--- src/rtl/ram_arbiter.sv ---
// Two-port req/ack arbiter in front of one single-port synchronous RAM.
// Each access runs IDLE -> ACCESS -> RESP; round-robin or fixed priority.
module ram_arbiter #(
   parameter int ADDR_WIDTH = 16,
   parameter int DATA_WIDTH = 8,
   parameter int FIXED_PRIO = 0
) (
   input  logic                  clk,
   input  logic                  rst_n,
   input  logic                  m0_req,
   input  logic                  m0_we,
   input  logic [ADDR_WIDTH-1:0] m0_addr,
   input  logic [DATA_WIDTH-1:0] m0_wdata,
   output logic                  m0_ack,
   output logic [DATA_WIDTH-1:0] m0_rdata,
   input  logic                  m1_req,
   input  logic                  m1_we,
   input  logic [ADDR_WIDTH-1:0] m1_addr,
   input  logic [DATA_WIDTH-1:0] m1_wdata,
   output logic                  m1_ack,
   output logic [DATA_WIDTH-1:0] m1_rdata,
   output logic                  ram_cs,
   output logic                  ram_we,
   output logic [ADDR_WIDTH-1:0] ram_addr,
   output logic [DATA_WIDTH-1:0] ram_wdata,
   input  logic [DATA_WIDTH-1:0] ram_rdata,
   output logic                  busy
);

   localparam logic [1:0] IDLE   = 2'd0;
   localparam logic [1:0] ACCESS = 2'd1;
   localparam logic [1:0] RESP   = 2'd2;

   logic [1:0] state;
   logic       grant;
   logic       last_grant;
   logic       win;

   // Contention goes to the port that did not win last time.
   always_comb begin
      win = 1'b0;
      if (m0_req && m1_req)
         win = (FIXED_PRIO != 0) ? 1'b0 : ~last_grant;
      else if (m1_req)
         win = 1'b1;
   end

   always_ff @(posedge clk) begin
      if (!rst_n) begin
         state      <= IDLE;
         grant      <= 1'b0;
         last_grant <= 1'b1;
         m0_ack     <= 1'b0;
         m1_ack     <= 1'b0;
         ram_cs     <= 1'b0;
         ram_we     <= 1'b0;
         ram_addr   <= '0;
         ram_wdata  <= '0;
      end else begin
         unique case (state)
            IDLE: begin
               if (m0_req || m1_req) begin
                  state     <= ACCESS;
                  grant     <= win;
                  ram_cs    <= 1'b1;
                  ram_we    <= win ? m1_we    : m0_we;
                  ram_addr  <= win ? m1_addr  : m0_addr;
                  ram_wdata <= win ? m1_wdata : m0_wdata;
               end
            end
            ACCESS: begin
               state  <= RESP;
               ram_cs <= 1'b0;
               ram_we <= 1'b0;
               m0_ack <= ~grant;
               m1_ack <= grant;
            end
            RESP: begin
               state      <= IDLE;
               m0_ack     <= 1'b0;
               m1_ack     <= 1'b0;
               last_grant <= grant;
            end
            default: begin
               state  <= IDLE;
               m0_ack <= 1'b0;
               m1_ack <= 1'b0;
               ram_cs <= 1'b0;
               ram_we <= 1'b0;
            end
         endcase
      end
   end

   assign busy     = (state != IDLE);
   assign m0_rdata = m0_ack ? ram_rdata : '0;
   assign m1_rdata = m1_ack ? ram_rdata : '0;

endmodule

--- config.mk ---
export PLATFORM = sky130hd
export DESIGN_NAME = ram_arbiter
export DESIGN_NICKNAME = d
export VERILOG_FILES = /design/src/rtl/ram_arbiter.sv
export SDC_FILE = /design/constraint.sdc
export NUM_CORES = 1
export LEC_CHECK = 0
export CAP_MARGIN = 10
export CORE_UTILIZATION = 38
export DETAILED_ROUTE_END_ITERATION = 16
export PLACE_DENSITY = 0.87
export SLEW_MARGIN = 0
export SYNTH_ARGS = -nofsm -noshare
export SYNTH_HDL_FRONTEND = slang
export SYNTH_SLANG_ARGS = --single-unit
export TNS_END_PERCENT = 10
--- constraint.sdc ---
create_clock -name clk -period 2.52 [get_ports clk]
set_input_delay 0.504 -clock clk [delete_from_list [all_inputs] [get_ports clk]]
set_output_delay 0.504 -clock clk [all_outputs]
set_load 0.01 [all_outputs]
Yosys cells after proc, flatten, opt, wreduce, memory -nomap -nowiden
Index checks and enable logic that the tools add are counted.
Cells by class
  equal/unequal tests: 3
  muxes and demuxes: 15
  bitwise operators: 3
  reduce and logical (&&, ||, !) cells: 6
Operators with widths (count)
  8-bit 2-to-1 mux: 3
  16-bit 2-to-1 mux: 1
  1-bit case mux with 2 select lines: 4
  1-bit 2-to-1 mux: 5
  2-bit case mux with 2 select lines: 1
  2-bit AND reduction: 2
  1-bit NOT: 3
  2-bit by 1-bit == test with 1-bit output, second input constant: 1
  2-bit == test, second input constant: 1
  2-bit zero test: 1
  2-bit 2-to-1 mux: 1
  2-bit != test, second input constant: 1
  2-bit nonzero test: 1
  1-bit logical AND: 1
  1-bit logical OR: 1
Word-level totals
  register bits: 32
  input port bits: 62
  output and inout bits: 45

Depth between registers and ports, before layout
Gate-level depths: netlist (run 1).
  depth in word-level cells: 5
  mapped depth: 5

Least setup slack after synthesis (run 1)
Ideal clock, no wire load.
  path kind: input -> register
  start point: input m1_req
  end point: register ram_we
  data arrival time: 1.298 ns
  path slack: 1.108 ns
  stages: 4
  buffers on the path: 1
  cells stage by stage: a21boi_2 buf_6 mux2_2 a21o_1
Between the ends
  cells in the longest elaborated chain, start to end: 5
  elaborated cells on any way between the ends: 9
RTL lines
  start, declared: RTL line 16  | input logic m1_req,
  1-bit 2-to-1 mux or 1-bit logical AND (tied branches): RTL line 44, 42
  1-bit 2-to-1 mux: RTL line 42  | if (m0_req && m1_req)
  1-bit 2-to-1 mux: RTL line 66  | ram_we <= win ? m1_we : m0_we;
  1-bit 2-to-1 mux: RTL line 62  | if (m0_req || m1_req) begin
  1-bit case mux with 2 select lines: RTL line 60  | unique case (state)
  end signal, assigned: RTL line 66
  end, declared: RTL line 23  | output logic ram_we,
Several ways; a longest one is shown, not always the timed one. The select of a mux whose other input is x is not followed.
A chain may end at the register's enable or synchronous reset.

Worst setup path after layout (run 1)
  start point: input ram_rdata[5]
  end point: output m1_rdata[5]
Between the ends
  cells in the longest elaborated chain, start to end: 1
RTL lines
  start, declared: RTL line 26  | input logic [DATA_WIDTH-1:0] ram_rdata,
  8-bit 2-to-1 mux: RTL line 97  | assign m1_rdata = m1_ack ? ram_rdata : '0;
  end, declared: RTL line 21  | output logic [DATA_WIDTH-1:0] m1_rdata,
Every way passes these cells.

==> results.cfg, run 1 <==
[place]
port_buffers = 106
dp_hpwl_um = 3300
gpl.final_weighted_congestion = 0.716

[clock_tree]
clk_pin_slew_ns = 0.06
h-tree-depth = 2
ctsResizeCount = 0
cts_tree = yes
clk_latency_ns = 0.28
post_cts_hold_buffers = 0
clock_tree.root_cell = sky130_fd_sc_hd__clkbuf_8
post-cts-setup-buffer-count = 0
cts_buffers = 5
cts_buffer_depth = 2
clkSinkCount = 32

[hold_path]
worstHoldPathCells = 2
min-delay-path-class = reg -> reg
hp-start = grant
hold_path_end = m1_ack

[sta]
final_worst_clock_skew_ns = 0.000742
fin_setup_tns_ns = 0
timing_worst_slew_pin_value_ns = 0.390
fin_crit_ns = 2.15
slew_violations = 0
setup_violations = 0
hold_viol_final = 0
max_clock_freq_ghz = 0.466
fin_crit_sh_pct = 85.2
rsz0062_at_grt = no
slew_headroom_pct = 74.0

[finish]
fillerInstances = 320
area.sequential_um2 = 641
total_area_of_multi_input_combinational_cells_um2 = 845
syn_to_final_growth_pct = 70.8
finalNetCount = 327
final_core_util_pct = 68.4
final_layout_size_suffix_gt1_share_pct = 9.40
antenna_cells = 0

[run_status]
run_status = finished, final reports clean

[floorplan]
core_area_um2 = 4030
dieHeight_um = 67.1
std_cell_rows = 23
pin_count = 107
die_width_um = 67.1
initial_utilization_pct = 40.0
die_area_um2 = 4510

[setup_path]
timing.critical_path.arrival_ns = 1.64
worstRegToRegCells = 4
cp_cell_sequence = clkdlybuf4s50_1 > and2_1 > clkdlybuf4s50_1
rrSetupSlack_ns = 1.14
cpPeakStageDelay_ns = 0.55
r2r_start = state[0]
required_ns = 2.02
setup.worst_path.end_class = primary output
crit_path_frequent_cell = sky130_fd_sc_hd__clkdlybuf4s50_1
r2r_end = ram_addr[4]
timing.critical_path.from_type = input port
cell_type_of_the_slowest_stage_on_the_worst_timing_path = sky130_fd_sc_hd__clkdlybuf4s50_1
crit_type = in -> out
largest_fanout_on_the_critical_path = 2

[drt]
dr.first_iter.drc_count = 84
vias = 1582
drtPass1Iterations = 4
routed_wl_um = 4370
drcViolationCount = 0
drtAntennaViolNets = 0
avgViaCountPerCell = 5.01
drt-wirelength-per-cell_um = 13.8

[logic_synthesis]
synthesis.nets = 222
synth.lib_cells_used.distinct = 26
postSynth.topFlopCell = sky130_fd_sc_hd__dfxtp_1
synth_area_per_cell_um2 = 10.1
synth_top_area_share_pct = 39.7
synth-edff-count = 0
netlist_instances = 160
synth.cells.most_frequent = sky130_fd_sc_hd__dfxtp_1, sky130_fd_sc_hd__a21oi_1, sky130_fd_sc_hd__mux2i_1, sky130_fd_sc_hd__a211oi_1, sky130_fd_sc_hd__and2_1
synth_area_leaders = sky130_fd_sc_hd__dfxtp_1, sky130_fd_sc_hd__mux2i_1, sky130_fd_sc_hd__a21oi_1, sky130_fd_sc_hd__a211oi_1, sky130_fd_sc_hd__a211oi_2
synth.cell_area_um2 = 1610
synth_async_sr_flop_share_pct = 0
yosysWarningCount = 0
synth.most_common_cell = sky130_fd_sc_hd__dfxtp_1
synth_seq_cells = 32
post-synth-top-area-cell = sky130_fd_sc_hd__dfxtp_1
synth.yosys.seq_area_share_pct = 39.7

[pwr]
ir_worst_vdd_v = 0.000334
static-leakage-power_nw = 1.04
power_density_nw_per_um2 = 522

[grt]
total_congestion_overflow_after_global_routing = 0
grt_max_degree = 25
initial_antenna_violation_count = 0
grt_usage_pct = 20.1
first_global_vias = 1506
wire_length_of_the_first_global_routing_pass_um = 6800

[run]
max_cap_violations = 0
==> layout by cell type (no fill, tap or decap) <==
cell,netlist,final
sky130_fd_sc_hd__clkdlybuf4s50_1,0,106
sky130_fd_sc_hd__dfxtp_1,32,32
sky130_fd_sc_hd__mux2i_1,26,26
sky130_fd_sc_hd__a21oi_1,26,26
sky130_fd_sc_hd__and2_1,16,16
sky130_fd_sc_hd__a211oi_1,16,16
sky130_fd_sc_hd__a211oi_2,8,8
sky130_fd_sc_hd__clkbuf_8,0,6
sky130_fd_sc_hd__buf_4,2,6
sky130_fd_sc_hd__nor2_1,4,4
sky130_fd_sc_hd__inv_1,2,2
sky130_fd_sc_hd__and3_1,2,2
sky130_fd_sc_hd__o21ai_0,2,2
sky130_fd_sc_hd__a21o_1,2,2
sky130_fd_sc_hd__clkbuf_1,5,2
sky130_fd_sc_hd__or2_2,1,1
sky130_fd_sc_hd__o21ba_4,1,1
sky130_fd_sc_hd__and2_4,1,1
sky130_fd_sc_hd__a21boi_4,0,1
sky130_fd_sc_hd__clkinv_1,1,1
sky130_fd_sc_hd__nand2b_1,1,1
sky130_fd_sc_hd__mux2_2,1,1
sky130_fd_sc_hd__nand2_1,1,1
sky130_fd_sc_hd__nor3_1,1,1
sky130_fd_sc_hd__nand3_1,1,1
==> power breakdown <==
| group | switching [mW] | internal [mW] | leakage [nW] |
|---|---|---|---|
| sequential | 0.0313 | 0.560 | 0.265 |
| clock | 0.179 | 0.222 | 0.0455 |
| combinational | 0.179 | 0.266 | 0.728 |
| total | 0.389 | 1.05 | 1.04 |
==> cell families after synthesis <==
logic type	after synthesis	share of synthesized area [%]
and+or+nand+nor	28	10.1
buffers and inverters	17	8.38
DFF	32	39.7
muxes	27	16.8
AOI/OAI and AO/OA	56	25.0
==> state kept, by name (all words and copies together), names as in the netlist <==
name and cells:
ram_wdata 8, last_grant 1, m0_ack 1, ram_cs 1
ram_we 1, state 2, grant 1, ram_addr 16
m1_ack 1
==> stage by stage <==
| stage | hold slack (ns) | cell area, um^2 | power (mW) | std cells | setup WS [ns] |
|---|---|---|---|---|---|
| floorplan | 0.464 | 1610 | 0.821 | 160 | 1.11 |
| global placement | 0.486 | 2670 | 1.04 | 308 | 0.390 |
| detailed placement | 0.500 | 2670 | 1.05 | 308 | 0.368 |
| CTS | 0.521 | 2760 | 1.46 | 316 | 0.368 |
| global route | 0.538 | 2760 | 1.52 | 316 | 0.321 |
| finish | 0.509 | 2760 | 1.44 | 316 | 0.372 |
==> worst max-delay path, delay by kind of cell <==
kind | cells | cell delay (ns)
simple gates | 1 | 0.13
buf+inv | 2 | 1.02
==> final cells by class <==
type	instances	area share, %
clock buffer	8	3.27
inverter	3	0.409
multi-input combinational	111	30.7
sequential	32	23.3
tap	50	2.27
timing repair buffer	112	40.1
==> layer usage <==
metal  vias up  share of wire [%]  track usage (%)
met3         7                5.9             4.05
met5         -                  0                0
met4         0                1.9             9.57
li1        791                  -                -
met2        54                 54             36.8
met1       730                 38             21.8
==> worst max path at each step <==
stage	start	end	slack (ns)	cells past startpoint
after floorplan	m1_req	ram_we	1.11	4
after CTS	ram_rdata[5]	m1_rdata[5]	0.37	3
after global routing	ram_rdata[5]	m1_rdata[5]	0.32	3
after detailed placement	ram_rdata[5]	m1_rdata[5]	0.37	3
final	ram_rdata[5]	m1_rdata[5]	0.37	3
after global placement	ram_rdata[5]	m1_rdata[5]	0.39	3
(Power assumes the default switching activity.)
==> run 2, diff against run 1 <==
--- a/config.mk
+++ b/config.mk
@@ -5,10 +5,10 @@
 export SDC_FILE = /design/constraint.sdc
 export NUM_CORES = 1
 export LEC_CHECK = 0
-export CAP_MARGIN = 10
+export CAP_MARGIN = 5
 export CORE_UTILIZATION = 38
 export DETAILED_ROUTE_END_ITERATION = 16
-export PLACE_DENSITY = 0.87
+export PLACE_DENSITY = 0.95
 export SLEW_MARGIN = 0
 export SYNTH_ARGS = -nofsm -noshare
 export SYNTH_HDL_FRONTEND = slang
==> run 2 against run 1 <==
Effect of this change: utilization rose by 0.22 points; worst setup slack improved by 0.0060 ns; critical path type unchanged; largest power group unchanged; non-clock buffer count is 1 lower; sequential share of layout area shrank 0.074 points; critical path depth unchanged.
==> results.cfg, run 2 (synthesized netlist as in run 1, its figures left out) <==
[floorplan]
initial_utilization_pct = 40.0
std_cell_rows = 23
dieHeight_um = 67.1
pin_count = 107
core_area_um2 = 4030
die_area_um2 = 4510
die_width_um = 67.1

[sta]
final_worst_clock_skew_ns = 0.00353
max_clock_freq_ghz = 0.467
hold_slack_ns = 0.512
timing.final.ws_setup_ns = 0.378
fin_crit_sh_pct = 85.0
fin_crit_ns = 2.14
rsz0062_at_grt = no
slew_headroom_pct = 58.3
fin_setup_tns_ns = 0
timing_worst_slew_pin_value_ns = 0.624
setup_violations = 0
slew_violations = 0
hold_viol_final = 0

[setup_path]
worstRegToRegCells = 4
r2r_end = ram_wdata[0]
timing.critical_path.arrival_ns = 1.64
crit_type = in -> out
setup.worst_path.end_class = primary output
rrSetupSlack_ns = 0.96
largest_fanout_on_the_critical_path = 2
timing.critical_path.from_type = input port
r2r_start = state[0]
required_ns = 2.02

[drt]
drcViolationCount = 0
drtAntennaViolNets = 0
drtPass1Iterations = 4
routed_wl_um = 4250
drt-wirelength-per-cell_um = 13.5
vias = 1545
avgViaCountPerCell = 4.90
dr.first_iter.drc_count = 29

[hold_path]
min-delay-path-class = reg -> reg
worstHoldPathCells = 2
hp-start = grant
hold_path_end = m1_ack

[finish]
max_flop_register = ram_addr
post-route-cell-area_um2 = 2760
final_layout_size_suffix_gt1_share_pct = 9.43
finalNetCount = 326
syn_to_final_growth_pct = 71.4
biggestRegsByFlops = ram_addr (16), ram_wdata (8), state (2)
most_frequent_cells_in_the_layout = sky130_fd_sc_hd__clkdlybuf4s50_1, sky130_fd_sc_hd__dfxtp_1, sky130_fd_sc_hd__mux2i_1, sky130_fd_sc_hd__a21oi_1
fillerInstances = 346
area.sequential_um2 = 641
max_reg_flops = 16
layout_commonest_cell = sky130_fd_sc_hd__clkdlybuf4s50_1
total_area_of_multi_input_combinational_cells_um2 = 845
final_cells = 315
final_core_util_pct = 68.6
antenna_cells = 0

[clock_tree]
cts_buffers = 5
cts_buffer_depth = 2
h-tree-depth = 2
post-cts-setup-buffer-count = 0
clk_latency_ns = 0.27
ctsResizeCount = 0
clk_pin_slew_ns = 0.06
post_cts_hold_buffers = 0
clkSinkCount = 32
clock_tree.root_cell = sky130_fd_sc_hd__clkbuf_8
cts_tree = yes

[grt]
wire_length_of_the_first_global_routing_pass_um = 6600
grt_max_degree = 27
initial_antenna_violation_count = 0
first_global_vias = 1512
total_congestion_overflow_after_global_routing = 0
grt_usage_pct = 19.2

[pwr]
static-leakage-power_nw = 1.04
design_power_total_mw = 1.43
power_density_nw_per_um2 = 519
ir_worst_vdd_v = 0.000371

[run_status]
run_status = finished, final reports clean

[place]
pre_cts_slack_ns = 0.369
gpl.final_weighted_congestion = 0.696
placedCellCount = 307
port_buffers = 106
dp_hpwl_um = 3210
placement.cell_area_um2 = 2670

[run]
max_cap_violations = 0
-- run 2: changes by cell type in the layout (fill, tap and decap cells not counted), sizes merged --
cell / before / now
buf: 6 / 5
clkbuf: 8 / 7
clkinvlp: 0 / 1
-- run 2: metal layers --
layer  vias to the layer above  global-route usage [%]  share of wire [%]  routed length, um
met5                         -                       0                  0                  0
met1                       702                    19.8                 40               1700
met4                         0                    3.19               0.33                 14
met2                        54                    37.4                 53               2240
li1                        787                       -                  -                  -
met3                         2                    6.25                7.1                301
-- run 2: final cells by class --
type / instances / area share, %
well taps: 50 / 2.26
flip-flops and latches: 32 / 23.2
clock inverters: 1 / 0.272
inverters: 3 / 0.407
repair buffers: 111 / 40.2
clock buffers: 7 / 3.12
multi-input cells: 111 / 30.6
-- run 2: critical path, cell delays in order --
cell and delay [ns]:
sky130_fd_sc_hd__clkdlybuf4s50_1 0.48, sky130_fd_sc_hd__and2_1 0.13, sky130_fd_sc_hd__clkdlybuf4s50_1 0.53
-- run 2: worst max path at each step --
stage                 startpoint           to  slack, ns  depth (start not counted)
detailed placement  ram_rdata[7]  m0_rdata[7]       0.37                          3
CTS                 ram_rdata[7]  m0_rdata[7]       0.36                          3
global placement    ram_rdata[3]  m1_rdata[3]       0.40                          3
floorplan                 m1_req       ram_we       1.11                          4
global route        ram_rdata[3]  m0_rdata[3]       0.33                          3
finish              ram_rdata[7]  m0_rdata[7]       0.38                          3
-- run 2: report_power, final --
part	switching [mW]	internal [mW]	leakage, nW	total [mW]
Clock	0.173	0.222	0.0445	0.395
Sequential	0.0323	0.560	0.265	0.593
Combinational	0.179	0.268	0.727	0.447
==> RTL edit: new RTL, flow settings as in run 2 <==
`DATA_WIDTH`: 8 -> 9.
--- a/src/rtl/ram_arbiter.sv
+++ b/src/rtl/ram_arbiter.sv
@@ -3,5 +3,5 @@
 module ram_arbiter #(
    parameter int ADDR_WIDTH = 16,
-   parameter int DATA_WIDTH = 8,
+   parameter int DATA_WIDTH = 9,
    parameter int FIXED_PRIO = 0
 ) (
Interface: changed (6 resized); port bits go from 107 to 113. The function was not compared with the original's and may differ.
==> RTL edit against run 2 <==
  * Routed wire length rose by 15%
  * Sequential cell count rose by 1
  * Cell area rose by 6.2%
  * Total power rose by 4.2%
  * Combinational power rose by 10%
  * Core utilization rose by 2.2 points
  * Area after synthesis rose by 5.7%
  * Worst setup slack got worse by 0.060 ns
  * Largest cell class unchanged
  * Largest power group unchanged
==> RTL edit: results (changes against run 2) <==
* Top area cells in the synthesized netlist: dfxtp_1 (39%), mux2i_1 (16%), a211oi_2 (15%), a21oi_1 (7.9%), and2_1 (7.0%)
* Fillcell total at 336 (-2.9%)
* Gpl congestion at 0.763 (+9.7%)
* Initial drt markers at 72 (+150%)
* Port Buffers at 112 (+5.7%)
* Num CTS Buffers at 5 (unchanged)
* Yosys cell types at 25 (-3.8%)
* Vias in the first global route at 1547 (+2.3%)
* Leak at 1.09 nW (+5.2%)
* Slowest Stage Delay on Critical Path at about 0.54 ns
* CP arrival at 1.70 ns (+0.06 ns)
* Syn Nets at 231 (+4.1%)
* Clock transition at the registers of the reported paths at 0.06 ns (about the same)
* Placed cell areas at 2850 um^2 (+6.7%)
* Seq/Total Area, Yosys at 38.7% (-0.98 points)
* Crit Reg-Reg Endpoint: ram_addr[10]
* Post-DP HPWL at 3600 um (+12%)
* Root Buffer: clkbuf_8
* Drt first pass iters at 4 (unchanged)
* Wirelength, routed at 4870 um (+15%)
* Worst Reg-to-Reg Cells at 4 (unchanged)
* Peak supply drop at 0.000330 V (-11%)
* Hold endpoint: ram_wdata[3]
* First-pass GRT wire length at 7160 um (+8.4%)
* Reg2reg setup slack at 1.04 ns (+0.08 ns)
* Biggest regs: ram_addr x16, ram_wdata x9, state x2
* Hold path start: ram_wdata[3]
* CTS resizes at 0 (unchanged)
* Synth top cells by count: dfxtp_1 (33), a21oi_1 (27), mux2i_1 (27)
* Vias per cell at 5.10 (+4.0%)
* Hold Crit Depth at 2 (unchanged)
* Async SR Flop Fraction at 0% (unchanged)
* Clk Latency, worst-skew pair at around 0.28 ns
* CP max stage cell: clkdlybuf4s50_1
* Clock skew at 0.00538 ns (+0.00185 ns)
* CTS Hold Buffers Added at 0 (unchanged)
* Max reg flops at 16 (unchanged)
* Least-Margin Pin Slew at 0.649 ns (+0.0251 ns)
* Worst hold slack at 0.520 ns (+0.00757 ns)
* YS warnings at 0 (unchanged)
* Total GRT Usage at 21.0% (+1.8 points)
* Largest net degree at the start of global routing at 34 (+26%)
* Crit Reg-Reg Startpoint: last_grant
* Status: finished clean
* Post-layout net count at 341 (+4.6%)
* Layout cells sized above 1 at 13.0% (+3.6 points)
* Worst min path class: reg -> reg
* H-tree depth at 2 (unchanged)
* Setup repair bufs after CTS at 0 (unchanged)
RTL edit: cell count changes in the layout (fill, tap and decap cells not counted), moves of 2 or more:
cell             delta
a211oi_2           +12
a211oi_1           -11
clkdlybuf4s50_1     +6
and2_1              +3
inv_2               +2
RTL edit: stage by stage:
| step | cells | util, % | setup WS [ns] |
|---|---|---|---|
| 3_3_place_gp | 319 | 68.8 | 0.326 |
| 3_5_place_dp | 319 | 68.8 | 0.301 |
| 5_1_grt | 326 | 70.8 | 0.265 |
| 4_1_cts | 326 | 70.8 | 0.301 |
| 2_1_floorplan | 166 | - | 1.12 |
| 6_report | 326 | 70.8 | 0.318 |
RTL edit: worst max path at each step:
stage,cells after the start,end,from
floorplan,4,ram_we,m1_req
global placement,3,m1_rdata[4],ram_rdata[4]
detailed placement,3,m1_rdata[1],ram_rdata[1]
CTS,3,m1_rdata[1],ram_rdata[1]
global route,3,m1_rdata[1],ram_rdata[1]
finish,3,m1_rdata[1],ram_rdata[1]
RTL edit: area by class of cell:
| cell class | instances | area share (%) |
|---|---|---|
| Timing Repair Buffer | 117 | 40.3 |
| Multi-Input combinational cell | 116 | 31.7 |
| Inverter | 3 | 0.384 |
| Clock buffer | 7 | 2.94 |
| Sequential cell | 33 | 22.5 |
| Tap cell | 50 | 2.13 |
RTL edit: worst max-delay path: cells and delay by family:
family                 cells  cell delay [ns]
buffers and inverters      2             1.03
and+or+nand+nor            1             0.15
RTL edit: logic make-up (layout without fill, tap and decap cells):
logic type,after synthesis,count (layout),synth area share (%)
AOI/OAI and AO/OA,58,58,27.5
DFF,33,33,38.7
and+or+nand+nor,30,30,10.1
muxes,28,28,16.5
buffers and inverters,17,127,7.12
RTL edit: power breakdown:
group	switching (W)	total (W)	internal, W
Sequential	0.0000341	0.000612	0.000578
Combinational	0.000204	0.000492	0.000288
Clock	0.000174	0.000391	0.000216
RTL edit: per-layer routing:
layer  share of wire (%)  track usage (%)
met5                   0                0
met4                 1.4             7.91
met3                 9.6             6.58
met2                  51             38.7
met1                  38             22.0
